--- config.mk ---
export PLATFORM = sky130hd
export DESIGN_NAME = video_capture
export DESIGN_NICKNAME = d
export VERILOG_FILES = /design/src/rtl/video_capture.sv
export SDC_FILE = /design/constraint.sdc
export NUM_CORES = 2
export LEC_CHECK = 0
export ABC_CLOCK_PERIOD_IN_PS = 10600
export BUFFER_PORTS_ARGS = -buffer_cell sky130_fd_sc_hd__buf_2
export CORE_AREA = 2 2 778 780
export CTS_BUF_LIST = sky130_fd_sc_hd__clkbuf_16
export DETAILED_ROUTE_END_ITERATION = 8
export DIE_AREA = 0 0 780 782
export PLACE_DENSITY = 0.35
export RECOVER_POWER = 50
export SYNTH_ARGS = -nofsm -noshare
export SYNTH_HDL_FRONTEND = slang
export SYNTH_SLANG_ARGS = --single-unit
export TNS_END_PERCENT = 20
--- constraint.sdc ---
create_clock -name clk -period 10.6 [get_ports clk]
set_clock_uncertainty 0.15 [all_clocks]
set_input_delay 2.12 -clock clk [delete_from_list [all_inputs] [get_ports clk]]
set_output_delay 2.12 -clock clk [all_outputs]
set_load 0.05 [all_outputs]
--- src/rtl/video_capture.sv ---
// Video input receiver: recovers x/y from active-low syncs, measures timing,
// declares lock and captures one visible line. Optional input sync: VCAP_SYNC_EN.
module video_capture #(
    parameter int H_DISP  = 640,
    parameter int H_PULSE = 96,
    parameter int H_BACK  = 48,
    parameter int V_DISP  = 480,
    parameter int V_PULSE = 2,
    parameter int V_BACK  = 33
) (
    input  logic              clk,
    input  logic              resetn,
    input  logic              hsync,
    input  logic              vsync,
    input  logic              red,
    input  logic              green,
    input  logic              blue,
    input  logic              capture_en,
    input  logic [9:0]        capture_line,
    output logic [9:0]        x,
    output logic [9:0]        y,
    output logic              is_visible,
    output logic              frame_start,
    output logic              line_done,
    output logic [H_DISP-1:0] line_r,
    output logic [H_DISP-1:0] line_g,
    output logic [H_DISP-1:0] line_b,
    output logic [9:0]        h_total,
    output logic [9:0]        v_total,
    output logic              locked
);
    localparam logic [9:0]  H_START = 10'(H_PULSE + H_BACK);
    localparam logic [9:0]  H_END   = 10'(H_PULSE + H_BACK + H_DISP);
    localparam logic [9:0]  X_LAST  = 10'(H_DISP - 1);
    // line counter runs one ahead of l so that "before first hsync" is 0
    localparam logic [10:0] V_START = 11'(V_PULSE + V_BACK + 1);
    localparam logic [10:0] V_END   = 11'(V_PULSE + V_BACK + V_DISP + 1);
    localparam logic [4:0]  IDLE    = 5'b11000;

    logic [4:0]  pins, s_in, s, s_prev;
    logic        hs_fall, vs_fall, p_sat, vis_d, cap_hit;
    logic        cap_en_q, done_q, h_stable, have_first;
    logic [9:0]  p_q, p_d, x_d, y_d, h_meas, v_meas;
    logic [9:0]  cap_line_q, first_h, prev_h;
    logic [10:0] lc_q, lc_d;

    assign pins = {hsync, vsync, red, green, blue};

`ifdef VCAP_SYNC_EN
    logic [4:0] sync1, sync2;

    always_ff @(posedge clk) begin
        if (!resetn) begin
            sync1 <= IDLE;
            sync2 <= IDLE;
        end else begin
            sync1 <= pins;
            sync2 <= sync1;
        end
    end

    assign s_in = sync2;
`else
    assign s_in = pins;
`endif

    always_ff @(posedge clk) begin
        if (!resetn) begin
            s      <= IDLE;
            s_prev <= IDLE;
        end else begin
            s      <= s_in;
            s_prev <= s;
        end
    end

    assign hs_fall = s_prev[4] & ~s[4];
    assign vs_fall = s_prev[3] & ~s[3];

    always_comb begin
        p_d = p_q;
        if (hs_fall)
            p_d = '0;
        else if (p_q != 10'd1023)
            p_d = p_q + 10'd1;
        lc_d = lc_q;
        if (vs_fall)
            lc_d = {10'd0, hs_fall};
        else if (hs_fall && lc_q != 11'd1024)
            lc_d = lc_q + 11'd1;
    end

    assign p_sat   = p_d == 10'd1023;
    assign h_meas  = (p_q == 10'd1023) ? p_q : p_q + 10'd1;
    assign v_meas  = lc_q[10] ? 10'd1023 : lc_q[9:0];
    assign x_d     = p_d - H_START;
    assign y_d     = lc_d[9:0] - V_START[9:0];
    assign vis_d   = p_d >= H_START && p_d < H_END &&
                     lc_d >= V_START && lc_d < V_END && !p_sat;
    assign cap_hit = vis_d && cap_en_q && y_d == cap_line_q;

    always_ff @(posedge clk) begin
        if (!resetn) begin
            p_q         <= '0;
            lc_q        <= '0;
            x           <= '0;
            y           <= '0;
            is_visible  <= 1'b0;
            frame_start <= 1'b0;
            done_q      <= 1'b0;
            line_done   <= 1'b0;
            cap_en_q    <= 1'b0;
            cap_line_q  <= '0;
        end else begin
            p_q         <= p_d;
            lc_q        <= lc_d;
            x           <= x_d;
            y           <= y_d;
            is_visible  <= vis_d;
            frame_start <= vs_fall;
            done_q      <= cap_hit && x_d == X_LAST;
            line_done   <= done_q;
            if (hs_fall) begin
                cap_en_q   <= capture_en;
                cap_line_q <= capture_line;
            end
        end
    end

    always_ff @(posedge clk) begin
        if (!resetn) begin
            line_r <= '0;
            line_g <= '0;
            line_b <= '0;
        end else if (cap_hit) begin
            for (int i = 0; i < H_DISP; i++) begin
                if (x_d == 10'(i)) begin
                    line_r[i] <= s[2];
                    line_g[i] <= s[1];
                    line_b[i] <= s[0];
                end
            end
        end
    end

    // vsync is handled before a coincident hsync: lock uses the old h_total
    always_ff @(posedge clk) begin
        if (!resetn) begin
            h_total    <= '0;
            v_total    <= '0;
            prev_h     <= '0;
            first_h    <= '0;
            have_first <= 1'b0;
            h_stable   <= 1'b0;
            locked     <= 1'b0;
        end else begin
            if (vs_fall) begin
                v_total    <= v_meas;
                prev_h     <= h_total;
                h_stable   <= 1'b1;
                have_first <= 1'b0;
                locked     <= h_stable && h_total == prev_h && v_meas == v_total;
            end
            if (hs_fall) begin
                h_total <= h_meas;
                if (vs_fall || !have_first) begin
                    first_h    <= h_meas;
                    have_first <= 1'b1;
                end else if (h_meas != first_h) begin
                    h_stable <= 1'b0;
                end
            end
            if (p_sat)
                locked <= 1'b0;
        end
    end
endmodule

# Word-level counts from Yosys, hierarchy flattened
# Cells that the tools add are included.
dict set report word_totals {
  output_inout_bits 1964
  wordCells 3268
  inputBits 18
  reg_bits 2029
}
dict set report op_classes {
  muxes 13
  bitwise 5
  n_eq_ne 647
  addsub 4
  magnitude_cmp 4
  n_reduce_logical 656
}
# op count
set op_table {}
lappend op_table {{$eq A10 B9 Y1 const B} 256}
lappend op_table {{$eq A10 B10 Y1 const B} 130}
lappend op_table {{$reduce_and A2 Y1} 641}
lappend op_table {{$eq A10 B8 Y1 const B} 128}
lappend op_table {{$eq A10 B7 Y1 const B} 64}
lappend op_table {{$eq A10 B6 Y1 const B} 32}
lappend op_table {{$eq A10 B5 Y1 const B} 16}
lappend op_table {{$eq A10 B4 Y1 const B} 8}
lappend op_table {{$eq A10 B3 Y1 const B} 4}
lappend op_table {{$mux W10} 4}
lappend op_table {{$eq A10 B10 Y1} 3}
lappend op_table {{$mux W11} 2}
lappend op_table {{$eq A10 B2 Y1 const B} 2}
lappend op_table {{$add A11 B1 Y11 const B} 1}
lappend op_table {{$ge A11 B6 Y1 const B} 1}
lappend op_table {{$lt A11 B10 Y1 const B} 1}
lappend op_table {{$ne A11 B11 Y1 const B} 1}
lappend op_table {{$add A10 B1 Y10 const B} 1}
lappend op_table {{$eq A10 B1 Y1 const B} 1}
lappend op_table {{$ge A10 B8 Y1 const B} 1}
lappend op_table {{$logic_and A1 B1 Y1} 10}
lappend op_table {{$logic_not A10 Y1} 1}
lappend op_table {{$lt A10 B10 Y1 const B} 1}
lappend op_table {{$ne A10 B10 Y1} 1}
lappend op_table {{other kinds (9)} 19}

# Longest topological paths before layout
dict set report depth {
  depth_word 12
  depth_mapped 22
  ltp_nobuf 16
}

# Least setup slack after synthesis
# Ideal clock, no wire load.
dict set report synth_path {
  path_kind {register to register}
  start {register p_q[5]}
  end {register line_b[577]}
  synth_period_minus_slack_ps 4879
  path_buffers 6
  required_time_ps 10318
  path_stages_with_launch 23
  setup_slack_ps 5721
  arrival_ps 4597
  setup_ps 132
  cell_sequence {dfxtp_1 > clkbuf_1 > and3_1 > clkbuf_1 > nand2_1 > o211ai_1 > xor2_1 > nor2_1 > inv_1 > ha_1 > inv_1 > a311oi_1 > or2_1 > clkbuf_1 > a211oi_1 > a211o_1 > a311o_1 > buf_2 > nor4_1 > buf_2 > buf_2 > nand3_1 > mux2i_1}
}
dict set report synth_via {
  elab_chain_len 11
  elab_cells_between_ends 17
  cone_classes {2 x add/sub; 2 x order compare; 3 x eq/ne; 2 x mux; 8 x reduce/logical}
}
# element line
set synth_lines {}
lappend synth_lines {{from (decl)} 43} ;# logic [9:0] p_q, p_d, x_d, y_d, h_meas, v_meas;
lappend synth_lines {{from (signal assigned)} 115} ;# p_q <= p_d;
lappend synth_lines {{$add A10 B1 Y10 or $ne A10 B10 Y1 (tied branches)} {85, 84}}
lappend synth_lines {{$mux W10 *} 84} ;# else if (p_q != 10'd1023)
lappend synth_lines {{$mux W10 *} 82} ;# if (hs_fall)
lappend synth_lines {{net p_d[5]} 43}
lappend synth_lines {{$ge A10 B8 Y1 or $lt A10 B10 Y1 (tied branches)} 98} ;# assign vis_d = p_d >= H_START && p_d < H_END &&
lappend synth_lines {{$logic_and A1 B1 Y1 (2 in series)} 98}
lappend synth_lines {{$logic_and A1 B1 Y1 (2 in series)} 99} ;# lc_d >= V_START && lc_d < V_END && !p_sat;
lappend synth_lines {{$logic_and A1 B1 Y1 (2 in series)} 100} ;# assign cap_hit = vis_d && cap_en_q && y_d == cap_line_q;
lappend synth_lines {{$reduce_and A2 Y1 (no line) *} n/a}
lappend synth_lines {{to (signal, indexed assignment)} 140} ;# line_b[i] <= s[0];
lappend synth_lines {{to (decl)} 27} ;# output logic [H_DISP-1:0] line_b,
# Mark *: on every way through the listed nets, which the timed path passes. The rest lies on a longest branch.
# A chain may end at the register's enable or synchronous reset.

==> results.md <==
- Status: complete, but fails checks
- Violated checks: max-capacitance violations, max-slew violations
- WP data arrival: 8.94 ns
- Final net count: 9686
- Clk pin slew, worst setup/hold paths: 0.06 ns
- Post-CTS sizing: 0
- Reg-to-reg critical path endpoint: line_g[468]
- Hold Crit Depth: 1
- Via density: 3.73
- Pre-CTS worst setup slack: 3.19 ns
- Async SR Flop Fraction: 0%
- Clock root buffer: clkbuf_16
- Cts bufs inserted: roughly 280
- Syn_area_per_cell: approximately 10 um^2
- Maxcap violations: 6
- CP Launch Type: primary input
- CTS tree: yes
- Flop-to-flop setup slack: around 3.3 ns
- Final worst-path setup slack: 2.32 ns
- Clock Path Buffers: 4
- Max Fanout on Critical Path: 169
- Main synth FF type: dfxtp_1
- Psw: 4.48 mW
- Rel. slew slack: -286%
- Share of the yosys chip area belonging to registers: 52.4%
- Yosys warns: 0
- Post-route cell area: 0.102 mm^2
- Seq pwr share: between 40% and 50%
- Detail Route Antenna Nets: 0
- Final hold vios: 0
- Final Core Density: about 17%
- Iter 0 DRT Violations: 4185
- Worst-Skew Late Latency: approximately 0.9 ns
- Post-route insts no fill: roughly 18000
- Routed WL: 608000 um
- Worst hold start: done_q
- Layout cell share with drive strength beyond 1: about 7.0%
- Yosys cell types: 67
- Row cnt: around 290
- Endpoint with the worst hold slack: line_done
- Crit path capture type: flip-flop
- Filler cells: 68513
- Crit path time final: 8.28 ns
- Placed Instances: 17416
- Initial antenna violation count: 69
- Drt first pass iters: 6
- R2r startpoint: x[0]
- IO Pins: 1982
- Number of flops mapped to enable cells by yosys: 0
- Min Hold Slack: 0.299 ns
- Final Power: between 15 and 20 mW
- Die area: 0.610 mm^2
- Post-CTS Hold Fix Bufs: 0
- Post-route setup TNS: 0 ns
- Mapped Area: 0.0771 mm^2
- Total GRT Usage: 19.1%
- Worst R2R Path Depth: 19
- DR WL/cell: roughly 34 um
- # Post-CTS Setup Buffers: 0
- PortBufs: 1981
- Area grow syn2layout: 32.9%
- CTS H-tree lvls: 5
- Worst slew pin tran: 5.80 ns
- Hold Path Class: reg2reg
- Dpl hpwl: 468000 um
- Cells after Synth: 7939
- Yosys reg bits: 2020
- DP Area: 0.0962 mm^2
- Die width: 780 um
- Sw frac: between 20% and 30%
- Logic gate share of total power: 2.7%
- Worst EP required: 11.26 ns
- Final Wtd Congestion: 0.846
- CP Class: in2reg
- Most frequent cells in the layout: 2045 x nand2_1, 2020 x dfxtp_1, 1926 x mux2i_1
- Final Setup Violations: 0
- Die H: 782 um
- Global-route wire length before repair: approximately 760000 um
- Synthesized net count: 7967
- DRC viols: 0
- Leakage: 45.8 nW
- Peak VDD IR: 0.101 mV
- Clk network pwr share: a little over half
- Initial Util: 12.8%
- Number of global-route vias before repair: 66168
- RSZ-0062 raised after global routing: no
- Largest net degree at the start of global routing: 209
- Peak Freq: ~120 MHz
- # clock sinks: a little over 2000
- Most common cell after layout, fill and taps aside: nand2_1
- P_int: 12.9 mW
- Vias: 66847
- Pwr dens: 169 mW/mm^2
- Core ar.: around 0.6 mm^2
- Slew Limit Fails: 283
- Period utilization: between 70% and 80%
- Total gr overflow: 0
==> critical path, stage by stage <==
cell,delay (ns)
buf_12,0.32
clkbuf_1,4.06
buf_12,0.47
buf_4,0.89
nand2_1,0.11
mux2i_1,0.18
==> metal layers <==
metal  part of all wire, %  GRT usage [%]  vias up  wire [um]
li1                      -              -    30272          -
met1                    42           23.1    33589     254000
met3                    10           8.23      555      61600
met2                    45           30.7     2427     272000
met4                   3.4           5.15        4      20400
met5                0.0048              0        -         29
==> how the worst max path moves through the flow <==
stage                              to  slack, ns  cells after the start   start
final                     line_r[394]       2.32                      6  resetn
after global placement    line_b[455]       3.11                     19    x[0]
after floorplan           line_b[577]       5.72                     22  p_q[5]
after CTS                 line_b[455]       3.14                     19    x[0]
after global routing      line_r[394]       1.87                      6  resetn
after detailed placement  line_b[455]       3.19                     19    x[0]
==> final cells by class <==
cell class                      instances  area, um^2  share of cell area [%]
Timing Repair Buffer                 2139        9090                    8.87
Clock inverter                        202        1590                    1.56
Clock buffer                          281        7030                    6.86
Inverter                                9        33.8                  0.0330
Sequential cell                      2020       40400                    39.5
Antenna cell                           22        55.1                  0.0537
Multi-Input combinational cell       5212       34200                    33.4
Tap cell                             8036       10100                    9.81
==> sequential cells by signal, indices dropped and copies added (netlist names), 2 cells and up <==
name	cells
first_h	10
line_b	640
v_total	10
h_total	10
line_g	640
s_prev	2
x	10
p_q	6
prev_h	10
cap_line_q	10
s	5
lc_q	9
line_r	640
y	10
==> cells by family (layout without fill, tap and decap cells) <==
group / count (synthesis) / count (layout) / share of synthesized area, %
AND/OR/NAND/NOR: 3059 / 3059 / 16.9
flip-flops: 2020 / 2020 / 52.4
multiplexers: 1927 / 1927 / 25.0
buffers and inverters: 707 / 2631 / 3.59
AO/OA/AOI/OAI: 170 / 170 / 1.36
XOR/XNOR: 46 / 46 / 0.540
adder cells (fa/ha/maj): 10 / 10 / 0.162
other: 0 / 22 / 0
==> synthesized netlist by cell type (3+ instances only) <==
library cell	number	area [um^2]
xor2_1	15	131
a311o_1	3	30.0
a21boi_0	3	22.5
nand3b_1	3	22.5
and3_1	48	300
buf_1	25	93.8
o211ai_1	6	45.0
nor2_1	149	559
nor3_1	22	110
buf_2	50	250
o2111ai_1	3	26.3
o22ai_1	6	37.5
o21ai_0	23	115
o21a_1	4	30.0
o31ai_1	3	22.5
xnor2_1	30	263
inv_1	9	33.8
a21oi_1	77	385
nand4_1	141	882
nand2_1	2049	7690
or3_1	4	25.0
clkbuf_1	608	2280
and2_1	22	138
and4_1	3	26.3
a211oi_1	9	67.6
a31oi_1	5	31.3
buf_4	15	113
ha_1	10	125
nor3b_1	7	52.6
nor4_1	12	75.1
nand2b_1	12	75.1
nor2b_1	41	257
mux2i_1	1927	19300
dfxtp_1	2020	40400
a21o_1	4	30.0
nand3_1	528	2640
==> power by group through the flow <==
stage | clock, mW | sequential (mW) | combinational (mW)
after CTS | 9.60 | 7.61 | 0.480
after global placement | 0 | 7.78 | 0.482
after floorplan | 0 | 7.79 | 0.239
after detailed placement | 0 | 7.78 | 0.480
after global routing | 9.83 | 7.61 | 0.493
final | 9.28 | 7.62 | 0.461
Note: power is estimated with default switching activity, not from simulation.
